$ cat src/rtl/firmware_arbiter.sv
// Firmware ROM read-port arbiter: the 6502 has fixed priority, the debug
// requester is served when the CPU is idle or by a one-cycle RDY stall.
module firmware_arbiter #(
   parameter int ADDR_W   = 12,
   parameter int MAX_WAIT = 8
) (
   input  logic              clk_i,
   input  logic              rst_i,
   input  logic              cpu_req_i,
   input  logic              cpu_vec_i,
   input  logic [ADDR_W-1:0] cpu_addr_i,
   output logic [7:0]        cpu_data_o,
   output logic              cpu_rdy_o,
   input  logic              dbg_valid_i,
   input  logic              dbg_vec_i,
   input  logic [ADDR_W-1:0] dbg_addr_i,
   output logic              dbg_ready_o,
   output logic [7:0]        dbg_rdata_o,
   output logic              dbg_rvalid_o,
   output logic [ADDR_W-1:0] rom_address_o,
   output logic              rom_select_firmware_o,
   output logic              rom_select_vectors_o,
   input  logic [7:0]        rom_data_i
);

   localparam int CNT_W = $clog2(MAX_WAIT + 1);
   localparam logic [CNT_W-1:0] WAIT_MAX = CNT_W'(MAX_WAIT);

   typedef enum logic [1:0] {
      OWN_NONE = 2'd0,
      OWN_CPU  = 2'd1,
      OWN_DBG  = 2'd2
   } owner_e;

   owner_e           owner;
   logic             force_stall;
   logic             dbg_grant;
   logic [CNT_W-1:0] wait_q, wait_d;
   logic [7:0]       rdata_q, rdata_d;
   logic             rvalid_q, rvalid_d;

   // Debug is locked out entirely while reset is held.
   always_comb begin
      force_stall = 1'b0;
      owner       = OWN_NONE;
      if (rst_i) begin
         owner = cpu_req_i ? OWN_CPU : OWN_NONE;
      end else if (dbg_valid_i && cpu_req_i && (wait_q == WAIT_MAX)) begin
         force_stall = 1'b1;
         owner       = OWN_DBG;
      end else if (cpu_req_i) begin
         owner = OWN_CPU;
      end else if (dbg_valid_i) begin
         owner = OWN_DBG;
      end
   end

   assign dbg_grant   = (owner == OWN_DBG);
   assign dbg_ready_o = dbg_grant;
   assign cpu_rdy_o   = ~force_stall;

   always_comb begin
      rom_address_o         = '0;
      rom_select_firmware_o = 1'b0;
      rom_select_vectors_o  = 1'b0;
      cpu_data_o            = 8'h00;
      unique case (owner)
         OWN_CPU: begin
            rom_address_o         = cpu_addr_i;
            rom_select_firmware_o = ~cpu_vec_i;
            rom_select_vectors_o  = cpu_vec_i;
            cpu_data_o            = rom_data_i;
         end
         OWN_DBG: begin
            rom_address_o         = dbg_addr_i;
            rom_select_firmware_o = ~dbg_vec_i;
            rom_select_vectors_o  = dbg_vec_i;
         end
         default: ;
      endcase
   end

   // Starvation counter saturates so the forced grant stays pending.
   always_comb begin
      wait_d = wait_q;
      if (!dbg_valid_i || dbg_grant) begin
         wait_d = '0;
      end else if (wait_q != WAIT_MAX) begin
         wait_d = wait_q + CNT_W'(1);
      end
   end

   assign rdata_d  = dbg_grant ? rom_data_i : rdata_q;
   assign rvalid_d = dbg_grant;

   always_ff @(posedge clk_i) begin
      if (rst_i) begin
         wait_q   <= '0;
         rdata_q  <= 8'h00;
         rvalid_q <= 1'b0;
      end else begin
         wait_q   <= wait_d;
         rdata_q  <= rdata_d;
         rvalid_q <= rvalid_d;
      end
   end

   // A read granted just before reset is dropped, not delivered.
   assign dbg_rvalid_o = rvalid_q & ~rst_i;
   assign dbg_rdata_o  = rst_i ? 8'h00 : rdata_q;

endmodule

$ cat config.mk
export PLATFORM = sky130hd
export DESIGN_NAME = firmware_arbiter
export DESIGN_NICKNAME = d
export VERILOG_FILES = /design/src/rtl/firmware_arbiter.sv
export SDC_FILE = /design/constraint.sdc
export NUM_CORES = 1
export LEC_CHECK = 0
export CAP_MARGIN = 20
export CORE_ASPECT_RATIO = 1.1
export CORE_MARGIN = 2
export CORE_UTILIZATION = 35
export DETAILED_ROUTE_END_ITERATION = 8
export PLACE_DENSITY = 0.85
export SYNTH_ARGS = -nofsm -noshare
export SYNTH_HDL_FRONTEND = slang
export SYNTH_SLANG_ARGS = --single-unit
$ cat constraint.sdc
create_clock -name clk_i -period 6 [get_ports clk_i]
set_input_delay 0.9 -clock clk_i [delete_from_list [all_inputs] [get_ports clk_i]]
set_output_delay 0.9 -clock clk_i [all_outputs]
set_load 0.005 [all_outputs]
Yosys cells after proc, flatten, opt, wreduce, memory -nomap -nowiden
Cells that the tools add are included.

word-level totals
  bits in registers = 13
  output and inout bits = 33
  input port bits = 38

cells by class
  add/subtract/negate cells = 1
  equal/unequal tests = 4
  mux-type cells = 12
  bitwise gates (word level) = 5
  reductions and logical operators = 5

operators by type and width
  cell                                                             count
  12-bit one-hot mux with 2 select lines                           1
  8-bit 2-to-1 mux                                                 2
  2-bit 2-to-1 mux                                                 4
  4-bit by 1-bit adder with 4-bit output, second input constant    1
  4-bit == test, second input constant                             1
  4-bit inequality test, second input constant                     1
  1-bit NOT                                                        4
  1-bit one-hot mux with 2 select lines                            2
  1-bit 2-to-1 mux                                                 3
  2-bit by 1-bit == test with 1-bit output, second input constant  1
  2-bit == test, second input constant                             1
  1-bit logical AND                                                2
  2-bit OR reduction                                               1
  1-bit AND                                                        1
  1-bit zero test                                                  1
  1-bit logical OR                                                 1

Longest topological paths before layout
Gate-level depths: netlist of run 1.

  word-level depth = 7
  gate-level depth with buffers = 9
  depth with buffers taken out = 8

Least setup slack after synthesis of run 1
No wires, ideal clock.

  path type = input port to output port
  from = input port rst_i
  to = output port rom_address_o[0]
  buffers on the path = 2
  setup slack = 2899 ps
  cell stages on the path = 7
  data required time = 5100 ps
  arrival time = 2201 ps
  path through = buf_6 > nand2b_4 > o21ai_0 > inv_1 > ha_1 > clkbuf_1 > nor2_1

on the way
  word-level cells in the longest chain between the ends = 3
  elaborated cells on any way between the ends = 4
  those cells by class = 2 x eq/ne; 2 x mux

ends and longest elaborated chain
  what                                                                       RTL line  text
  start: declaration                                                         8         input logic rst_i,
  2-bit 2-to-1 mux *                                                         46        if (rst_i) begin
  2-bit == test or 2-bit by 1-bit == test with 1-bit output (tied branches)  67        unique case (owner)
  12-bit one-hot mux with 2 select lines *                                   67
  end: declaration                                                           20        output logic [ADDR_W-1:0] rom_address_o,

Mark *: on every way between the ends. The rest lies on a longest branch, timed or not.

Worst setup path after layout of run 1
  from = input port rst_i
  to = output port rom_select_firmware_o

on the way
  word-level cells in the longest chain between the ends = 3
  elaborated cells on any way between the ends = 4
  those cells by class = 2 x eq/ne; 2 x mux

ends and longest elaborated chain
  what                                                                       RTL line  text
  2-bit 2-to-1 mux *                                                         46
  2-bit == test or 2-bit by 1-bit == test with 1-bit output (tied branches)  67
  1-bit one-hot mux with 2 select lines *                                    67
  end: declaration                                                           21        output logic rom_select_firmware_o,

Marks and branches as above.

==> run summary, run 1 <==
Number of max-slew violations in the final report - 0
Row Count - 19
Number of global-route vias before repair - 1015
Routed len/inst - 14.1 µm
Antenna Cells - 0
Peak fanout along the critical path - 22
Area of the placeable core - 2450 µm²
Buf/Inv on CP - 3
Reg2Reg Launch Point - wait_q[0]
Starting density of the core - 0.362
Crit-path cells - clkdlybuf4s50_1 > nand2b_4 > o21ai_0 > inv_1 > ha_1 > nand2b_1 > a21oi_1 > clkdlybuf4s50_1
# H-tree levels - 1
Pleak - 0.000644 µW
Clk sink count - 13
Cells after DPL - 202
Top post-synthesis cells by area - dfxtp_1, a22oi_1, nor2_1
Die width - 52.0 µm
Die ar. - 2950 µm²
Clock network fraction of total power - 0.251
Family with the most delay on the worst path - buffers and inverters
Mean area per synthesized cell - 8.20 µm²
Min-Delay Path Depth - 2
Part of the Yosys area used for sequential elements - 0.294
Worst R2R Setup Slack - 3.75 ns
CP Launch Type - input port
Run status - complete, no violations
Terminus of the critical flop-to-flop path - rdata_q[6]
Non-filler cells, final - 206
Final worst path period share - 0.767
Biggest cell delay along the critical path - 0.84 ns
Clock buffers created by TritonCTS - 3
Hold-critical path endpoint - rdata_q[2]
Maximum clock rate - 0.217 GHz
Dpl hpwl - 2350 µm
Max-Cap Viols - 0
Final setup vio count - 0
Worst path required time - 5.10 ns
Initial antenna violation count - 0
Post-cts hold buffer count - 0
Number of top-level pins - 71
Startpoint of the tightest hold check path - rdata_q[2]
Deepest clock path buffer count - 2
TritonCTS clock tree - built
Worst IR Drop VDD - 0.143 mV
Die height - 56.8 µm
Post-CTS resize count - 0
Min cycle time layout - 4.60 ns
Number of DRC violations after detailed routing - 0
R2r worst-path depth - 7
Util after Layout - 0.659
Slew headroom - 0.540
Clock latency on the worst-skew pair - 0.28 ns
Synthesized Nets - 151
Count of input and output buffers - 70
Total grt overflow - 0
Master of the slowest instance on the critical path - clkdlybuf4s50_1
Number of design-rule violations left by the first detailed-router iteration - 17
P per Cell Area - 134 nW/µm²
Cell repeated most along the worst path - clkdlybuf4s50_1
Critical path arrival - 3.70 ns
Proportion of power drawn by flip-flops and latches - 0.414
Net switching power figure - 55.1 µW
GR Util All Layers - 0.202
Minimum hold slack - 0.495 ns
Post-synthesis cell count - 108
Yosys Warn Count - 0
Initial DRT Pass Iterations - 4
Synth area leader - dfxtp_1
Sw Ratio - 0.255
Netlist area before placement - 886 µm²
Hold Vio Cnt, Final - 0
Worst hold path class - reg2reg
Transition at the pin with the smallest max-transition slack - 0.691 ns
RSZ-0062 raised after global routing - no
Post CTS Setup Buffer Count - 0
Final weighted congestion in routability-driven placement - 0.708
Critical path class - in2out
Remaining antenna violation count after routing - 0
Final net count - 219
Vias - 1027
Fraction of layout cells with a size suffix above 1 - 0.0343
Via density - 4.99
Drt total wl - 2910 µm
Post-synth cell types - 24
CTS Root Cell - clkbuf_4
Post-Route Setup TNS - 0 ns
Share of Yosys cell area claimed by the top area cell type - 0.294
Overall power after layout - 216 µW
Max Clock Skew - 0.00508 ns
Area Overhead vs Synth - 82.2%
Critical Path End Type - primary output
Clock-pin slew reported for the worst setup and hold paths after clock tree synthesis - 0.07 ns
Global-route wire length before repair - 4490 µm
Largest net degree at the start of global routing - 23
Cell Int Power - 161 µW
Share of total power in combinational logic - 0.335
Number of flip-flops and latches in the synthesized netlist - 13
==> through the flow <==
| step | area (µm²) | setup WS (ns) |
|---|---|---|
| after floorplan | 886 | 2.90 |
| after global placement | 1590 | 1.56 |
| after detailed placement | 1590 | 1.42 |
| after CTS | 1610 | 1.40 |
| after global routing | 1610 | 1.19 |
| final | 1610 | 1.40 |
==> cells in the final DEF (no fill, tap or decap), drive strengths merged, types with 3 or more instances in the layout <==
| cell type | count |
|---|---|
| a22oi | 13 |
| and2 | 8 |
| and2b | 7 |
| clkbuf | 4 |
| clkdlybuf4s50 | 70 |
| dfxtp | 13 |
| ha | 5 |
| inv | 4 |
| mux2i | 9 |
| nand2b | 3 |
| nor2 | 25 |
| nor2b | 3 |
==> power groups by stage <==
stage	Combinational [µW]	Sequential, µW	Clock, µW
6_report	72.5	89.5	54.2
3_3_place_gp	70.4	91.4	0
2_1_floorplan	25.5	91.2	0
4_1_cts	72.9	89.4	54.8
5_1_grt	78.5	89.7	58.8
3_5_place_dp	72.7	91.5	0
==> worst max-delay path by stage <==
stage	startpoint	end	cells after the start
floorplan	rst_i	rom_address_o[0]	7
global placement	rst_i	rom_select_vectors_o	8
detailed placement	rst_i	rom_select_vectors_o	8
CTS	rst_i	rom_select_firmware_o	8
global route	rst_i	rom_select_firmware_o	8
finish	rst_i	rom_select_firmware_o	8
==> registers in the layout (all words and copies together) (netlist names) <==
register / cells
rdata_q: 8
rvalid_q: 1
wait_q: 4
==> layout make-up <==
cell class	count	area [µm²]
timing repair buffer	70	701
clock buffer	4	26.3
inverter	4	15.0
sequential	13	260
multi-input combinational	84	573
fill	203	835
tap	31	38.8
==> synthesized netlist by cell type <==
cell type	instances
buf_6	1
mux2i_1	9
clkbuf_1	3
nand3_1	1
and2_1	8
xor2_1	1
or2_4	1
nor3b_2	1
nor2b_1	3
ha_1	5
buf_2	3
xnor2_1	2
a21o_1	1
nand2_1	1
and2b_1	7
o21ai_0	1
nand2b_4	1
nand3b_1	1
a21oi_1	1
nor2_1	25
nand2b_1	2
a22oi_1	13
inv_1	4
dfxtp_1	13
==> worst reg2reg max path, stage by stage, from the launching register on <==
cell and delay (ns):
dfxtp_1 0.35, inv_1 0.08, ha_1 0.15, nand3b_1 0.22, o21ai_0 0.41, ha_1 0.59
mux2i_1 0.27, nor2_1 0.06
==> routing by layer <==
metal / vias to the layer above / track usage / routed length (µm)
li1: 494 / - / -
met1: 469 / 0.197 / 1080
met2: 60 / 0.376 / 1460
met3: 4 / 0.0612 / 337
met4: 0 / 0.0902 / 31
met5: - / 0 / 0
==> cell families after synthesis <==
| family | Yosys count | synth area share |
|---|---|---|
| AO/OA/AOI/OAI | 16 | 0.130 |
| XOR/XNOR | 3 | 0.0297 |
| adder cells (fa/ha/maj) | 5 | 0.0706 |
| buffers and inverters | 11 | 0.0593 |
| flip-flops | 13 | 0.294 |
| multiplexers | 9 | 0.102 |
| AND/OR/NAND/NOR | 51 | 0.315 |
No activity file was read; power rests on OpenSTA's default activity.
==> inputs of run 2 (changes only) <==
--- a/config.mk
+++ b/config.mk
@@ -8,9 +8,9 @@
 export CAP_MARGIN = 20
 export CORE_ASPECT_RATIO = 1.1
 export CORE_MARGIN = 2
-export CORE_UTILIZATION = 35
+export CORE_UTILIZATION = 29
 export DETAILED_ROUTE_END_ITERATION = 8
-export PLACE_DENSITY = 0.85
+export PLACE_DENSITY = 0.75
 export SYNTH_ARGS = -nofsm -noshare
 export SYNTH_HDL_FRONTEND = slang
 export SYNTH_SLANG_ARGS = --single-unit
==> constraint.sdc (replaced) <==
create_clock -name clk_i -period 3.68 [get_ports clk_i]
set_input_delay 0.552 -clock clk_i [delete_from_list [all_inputs] [get_ports clk_i]]
set_output_delay 0.552 -clock clk_i [all_outputs]
set_load 0.005 [all_outputs]
==> run summary, run 2 (synthesis gave the netlist of run 1 again) <==
Critical Path End Type - primary output (unchanged)
Proportion of power drawn by flip-flops and latches - 0.421 (was 0.414)
Pleak - 0.000654 µW (was 0.000644 µW)
Post-CTS resize count - 0 (unchanged)
Number of design-rule violations left by the first detailed-router iteration - 34 (was 17)
Row Count - 21 (was 19)
Highest-count cells in the layout ignoring fill and taps - clkdlybuf4s50_1, nor2_1, a22oi_1, dfxtp_1, mux2i_1 (unchanged)
Max FFs per register - 8 (unchanged)
Biggest register - rdata_q (unchanged)
Post-cts hold buffer count - 0 (unchanged)
Startpoint of the tightest hold check path - rdata_q[1] (was rdata_q[2])
CP Launch Type - flop (was input port)
Pre-CTS worst setup slack - 0.272 ns (was 1.42 ns)
Global-route wire length before repair - 4150 µm (was 4490 µm)
Area Overhead vs Synth - 84.3% (was 82.2%)
Final Worst Setup Slack - 0.296 ns (was 1.40 ns)
Starting density of the core - 0.298 (was 0.362)
Number of top-level pins - 71 (unchanged)
Transition at the pin with the smallest max-transition slack - 0.675 ns (was 0.691 ns)
Net switching power figure - 83.8 µW (was 55.1 µW)
Worst R2R Setup Slack - 1.55 ns (was 3.75 ns)
Hold-critical path endpoint - rdata_q[1] (was rdata_q[2])
Share of total power in combinational logic - 0.337 (was 0.335)
Critical path class - reg2out (was in2out)
Fraction of layout cells with a size suffix above 1 - 0.0452 (was 0.0343)
P per Cell Area - 212 nW/µm² (was 134 nW/µm²)
Worst hold path class - reg2reg (unchanged)
Number of global-route vias before repair - 960 (was 1015)
Final net count - 221 (was 219)
Family with the most delay on the worst path - adder cells (was buffers and inverters)
Worst IR Drop VDD - 0.189 mV (was 0.143 mV)
Final setup vio count - 0 (unchanged)
Min cycle time layout - 3.38 ns
Most common library cell in the layout ignoring fill and taps - clkdlybuf4s50_1 (unchanged)
CTS Root Cell - clkbuf_4 (unchanged)
Remaining antenna violation count after routing - 0 (unchanged)
Clock latency on the worst-skew pair - 0.27 ns (was 0.28 ns)
Critical path arrival - 2.83 ns (was 3.70 ns)
Worst path required time - 3.13 ns (was 5.10 ns)
Number of DRC violations after detailed routing - 0 (unchanged)
Deepest clock path buffer count - 2 (unchanged)
Crit-path cells - inv_1 > ha_1 > nand3b_1 > o21ai_0 > inv_1 > ha_1 > nand2b_1 > a21oi_1 > clkdlybuf4s50_1 (was clkdlybuf4s50_1 > nand2b_4 > o21ai_0 > inv_1 > ha_1 > nand2b_1 > a21oi_1 > clkdlybuf4s50_1)
Post-Route Setup TNS - 0 ns (unchanged)
TritonCTS clock tree - built (unchanged)
Terminus of the critical flop-to-flop path - wait_q[2] (was rdata_q[6])
Clock network fraction of total power - 0.243 (was 0.251)
Count of input and output buffers - 70 (unchanged)
Min-Delay Path Depth - 2 (unchanged)
Die width - 56.7 µm (was 52.0 µm)
Buf/Inv on CP - 3 (unchanged)
R2r worst-path depth - 8 (was 7)
Vias - 1003 (was 1027)
Antenna Cells - 0 (unchanged)
Biggest cell delay along the critical path - 0.59 ns (was 0.84 ns)
Max-Cap Viols - 0 (unchanged)
Via density - 4.75 (was 4.99)
Final weighted congestion in routability-driven placement - 0.785 (was 0.708)
Cell Int Power - 263 µW (was 161 µW)
Peak fanout along the critical path - 22 (unchanged)
Initial DRT Pass Iterations - 4 (unchanged)
Clock buffers created by TritonCTS - 3 (unchanged)
Post CTS Setup Buffer Count - 0 (unchanged)
Total grt overflow - 0 (unchanged)
Die ar. - 3510 µm² (was 2950 µm²)
RSZ-0062 raised after global routing - no (unchanged)
Largest net degree at the start of global routing - 23 (unchanged)
Die height - 62.0 µm (was 56.8 µm)
# H-tree levels - 1 (unchanged)
GR Util All Layers - 0.148 (was 0.202)
Routed len/inst - 12.5 µm (was 14.1 µm)
Max Clock Skew - 0.00346 ns (was 0.00508 ns)
Sw Ratio - 0.241 (was 0.255)
Clk sink count - 13 (unchanged)
Area of the placeable core - 2970 µm² (was 2450 µm²)
Dpl hpwl - 2100 µm (was 2350 µm)
Initial antenna violation count - 0 (unchanged)
Reg2Reg Launch Point - wait_q[0] (unchanged)
Drt total wl - 2640 µm (was 2910 µm)
Largest registers ranked by flip-flop count - rdata_q x8, wait_q x4, rvalid_q x1 (unchanged)
Hold Vio Cnt, Final - 0 (unchanged)
Slew headroom - 0.550 (was 0.540)
Beginning of the critical path - wait_q[0] (was rst_i)
Clock-pin slew reported for the worst setup and hold paths after clock tree synthesis - 0.08 ns (was 0.07 ns)
Final worst path period share - 0.920
Master of the slowest instance on the critical path - ha_1 (was clkdlybuf4s50_1)
Run status - complete, no violations (unchanged)
Number of max-slew violations in the final report - 0 (unchanged)
Maximum clock rate - 0.295 GHz
==> run 2: changes by cell type in the layout (fill, tap and decap cells not counted), sizes merged <==
cell / delta
buf: +2
==> run 2: final cells by class <==
class	count	area, µm²
Clock buffer	4	26.3
Fill cell	293	1340
Sequential cell	13	260
Tap cell	34	42.5
Multi-Input combinational cell	84	573
Timing Repair Buffer	72	716
Inverter	4	15.0
==> run 2: worst reg2reg max path, cell delays in order (launching register included) <==
cell	delay (ns)
dfxtp_1	0.41
inv_1	0.07
ha_1	0.20
nand3b_1	0.21
o21ai_0	0.19
ha_1	0.33
buf_4	0.21
or2_4	0.28
nor3b_2	0.17
==> run 2: layer usage <==
metal | track usage | part of all wire | wire [µm]
met1 | 0.160 | 0.41 | 1080
met2 | 0.281 | 0.48 | 1270
met3 | 0.0476 | 0.11 | 281
met4 | 0.0408 | 0.0023 | 6
met5 | 0 | 0 | 0
==> run 2: worst max-delay path by stage <==
stage	end	slack [ns]	depth (start not counted)
finish	rom_select_firmware_o	0.30	9
global route	rom_address_o[1]	0.006	9
CTS	rom_select_firmware_o	0.22	9
detailed placement	rom_select_firmware_o	0.27	8
global placement	rom_select_firmware_o	0.35	8
floorplan	rom_address_o[0]	1.27	7
==> run 2: power by group through the flow <==
| stage | clock network, µW | registers (µW) | logic [µW] |
|---|---|---|---|
| 2_1_floorplan | 0 | 149 | 41.5 |
| 3_3_place_gp | 0 | 149 | 115 |
| 3_5_place_dp | 0 | 149 | 117 |
| 4_1_cts | 90.1 | 146 | 118 |
| 5_1_grt | 96.9 | 147 | 126 |
| 6_report | 84.2 | 146 | 117 |
==> run 2: per-stage QoR <==
step | instances | cell area [µm²] | total power (µW) | hold WS [ns] | utilization
floorplan | 108 | 886 | 190 | 0.452 | -
global placement | 207 | 1610 | 264 | 0.466 | 0.541
detailed placement | 207 | 1610 | 267 | 0.480 | 0.541
CTS | 211 | 1630 | 355 | 0.501 | 0.550
global route | 211 | 1630 | 370 | 0.540 | 0.550
finish | 211 | 1630 | 347 | 0.498 | 0.550
==> inputs of run 3 (changes only) <==
--- a/config.mk
+++ b/config.mk
@@ -7,10 +7,10 @@
 export LEC_CHECK = 0
 export CAP_MARGIN = 20
 export CORE_ASPECT_RATIO = 1.1
-export CORE_MARGIN = 2
-export CORE_UTILIZATION = 29
+export CORE_MARGIN = 1
+export CORE_UTILIZATION = 32
 export DETAILED_ROUTE_END_ITERATION = 8
-export PLACE_DENSITY = 0.75
+export PLACE_DENSITY = 0.79
 export SYNTH_ARGS = -nofsm -noshare
 export SYNTH_HDL_FRONTEND = slang
 export SYNTH_SLANG_ARGS = --single-unit
==> constraint.sdc (replaced) <==
create_clock -name clk_i -period 3.8 [get_ports clk_i]
set_input_delay 0.57 -clock clk_i [delete_from_list [all_inputs] [get_ports clk_i]]
set_output_delay 0.57 -clock clk_i [all_outputs]
set_load 0.005 [all_outputs]
==> run summary, run 3 (synthesis gave the netlist of run 1 again) <==
Proportion of power drawn by flip-flops and latches - 0.418 (was 0.421)
Worst hold path class - reg2reg (unchanged)
Starting density of the core - 0.345 (was 0.298)
Largest registers ranked by flip-flop count - rdata_q x8, wait_q x4, rvalid_q x1 (unchanged)
Clk sink count - 13 (unchanged)
Clock-pin slew reported for the worst setup and hold paths after clock tree synthesis - 0.08 ns (about the same)
Max Clock Skew - 0.00312 ns (was 0.00346 ns)
Total of fill cells in the finished design - 232 (was 293)
Critical Path End Type - primary output (unchanged)
Maximum clock rate - 0.291 GHz
CTS Root Cell - clkbuf_4 (unchanged)
Routed len/inst - 13.4 µm (was 12.5 µm)
Number of design-rule violations left by the first detailed-router iteration - 12 (was 34)
Number of global-route vias before repair - 986 (was 960)
Post-Route Setup TNS - 0 ns (unchanged)
Final Worst Setup Slack - 0.361 ns (was 0.296 ns)
Worst path required time - 3.23 ns (was 3.13 ns)
Largest net degree at the start of global routing - 23 (unchanged)
Number of max-slew violations in the final report - 0 (unchanged)
Util after Layout - 0.635 (was 0.550)
Row Count - 19 (was 21)
Sw Ratio - 0.250 (was 0.241)
Cell Int Power - 253 µW (was 263 µW)
# H-tree levels - 1 (unchanged)
Initial antenna violation count - 0 (unchanged)
Antenna Cells - 0 (unchanged)
Dpl hpwl - 2180 µm (was 2100 µm)
Max-Cap Viols - 0 (unchanged)
Deepest clock path buffer count - 2 (unchanged)
Number of top-level pins - 71 (unchanged)
Min cycle time layout - 3.44 ns
Global-route wire length before repair - 4220 µm (was 4150 µm)
Minimum hold slack - 0.492 ns (was 0.498 ns)
Cells after DPL - 204 (was 207)
TritonCTS clock tree - built (unchanged)
Area of combinational cells with multiple inputs - 573 µm² (unchanged)
Critical path arrival - 2.87 ns (was 2.83 ns)
Area taken by flip-flops and latches - 260 µm² (unchanged)
Hold Vio Cnt, Final - 0 (unchanged)
Post-CTS resize count - 0 (unchanged)
Slew headroom - 0.534 (was 0.550)
Fraction of layout cells with a size suffix above 1 - 0.0508 (was 0.0452)
Run status - complete, no violations (unchanged)
Pre-CTS worst setup slack - 0.338 ns (was 0.272 ns)
Area Overhead vs Synth - 84.0% (was 84.3%)
Number of DRC violations after detailed routing - 0 (unchanged)
Total grt overflow - 0 (unchanged)
Remaining antenna violation count after routing - 0 (unchanged)
Worst R2R Setup Slack - 1.64 ns (was 1.55 ns)
Clock network fraction of total power - 0.244 (was 0.243)
Final setup vio count - 0 (unchanged)
Final worst path period share - 0.905
Critical path class - reg2out (unchanged)
Vias - 994 (was 1003)
Die ar. - 2980 µm² (was 3510 µm²)
Die height - 57.2 µm (was 62.0 µm)
Count of input and output buffers - 70 (unchanged)
CP Launch Type - flop (unchanged)
Net switching power figure - 84.6 µW (was 83.8 µW)
Drt total wl - 2780 µm (was 2640 µm)
Max FFs per register - 8 (unchanged)
Transition at the pin with the smallest max-transition slack - 0.699 ns (was 0.675 ns)
Peak fanout along the critical path - 22 (unchanged)
Final weighted congestion in routability-driven placement - 0.639 (was 0.785)
Clock buffers created by TritonCTS - 3 (unchanged)
Final net count - 221 (unchanged)
Share of total power in combinational logic - 0.337 (about the same)
Non-filler cells, final - 208 (was 211)
Initial DRT Pass Iterations - 4 (unchanged)
Highest-count cells in the layout ignoring fill and taps - clkdlybuf4s50_1, nor2_1, a22oi_1, dfxtp_1, mux2i_1 (unchanged)
GR Util All Layers - 0.191 (was 0.148)
RSZ-0062 raised after global routing - no (unchanged)
Clock latency on the worst-skew pair - 0.27 ns (about the same)
Most common library cell in the layout ignoring fill and taps - clkdlybuf4s50_1 (unchanged)
Post-cts hold buffer count - 0 (unchanged)
Via density - 4.78 (was 4.75)
Pleak - 0.000657 µW (was 0.000654 µW)
Area of the placeable core - 2570 µm² (was 2970 µm²)
Post CTS Setup Buffer Count - 0 (unchanged)
Die width - 52.2 µm (was 56.7 µm)
Worst IR Drop VDD - 0.220 mV (was 0.189 mV)
P per Cell Area - 207 nW/µm² (was 212 nW/µm²)
Biggest register - rdata_q (unchanged)
-- run 3: changes by cell type in the layout (fill, tap and decap cells not counted), sizes merged --
cell    before  now
clkbuf       4    3
clkinv       0    1
-- run 3: cell type report --
| cell class | instances | share of cell area |
|---|---|---|
| Clock buffer | 3 | 0.0138 |
| Inverter | 4 | 0.00921 |
| Multi-Input combinational cell | 84 | 0.351 |
| Sequential cell | 13 | 0.160 |
| Clock inverter | 1 | 0.00307 |
| Tap cell | 31 | 0.0238 |
| Timing Repair Buffer | 72 | 0.439 |
-- run 3: worst paths after layout --
kind | from | end | cells after the start
worst max register to register | wait_q[0] | wait_q[2] | 8
worst min register to register | rdata_q[1] | rdata_q[1] | 2
worst min-delay path | rdata_q[1] | rdata_q[1] | 2
worst max-delay path | wait_q[0] | rom_select_vectors_o | 9
-- run 3: per-layer routing --
layer / track usage / part of all wire / up-vias
met5: 0 / 0 / -
met4: 0.0902 / 0.018 / 0
met3: 0.0667 / 0.13 / 4
met2: 0.357 / 0.48 / 62
met1: 0.178 / 0.37 / 434
li1: - / - / 494
-- run 3: worst max-delay path, cell delays in order (launching register included) --
cell and delay (ns):
dfxtp_1 0.40, inv_1 0.07, ha_1 0.20, nand3b_1 0.22, o21ai_0 0.19, inv_1 0.09
ha_1 0.61, a22oi_1 0.15, nor2_1 0.14, clkdlybuf4s50_1 0.52
-- run 3: power groups by stage --
stage	clock (µW)	sequential (µW)	combinational (µW)
after global routing	95.2	142	123
after global placement	0	144	113
after floorplan	0	144	40.2
final	82.6	141	114
after CTS	86.8	141	115
after detailed placement	0	144	114
-- run 3: metrics by stage --
step / total power (µW) / area [µm²]
after global routing: 360 / 1630
after detailed placement: 259 / 1600
final: 338 / 1630
after floorplan: 184 / 886
after CTS: 343 / 1630
after global placement: 257 / 1600
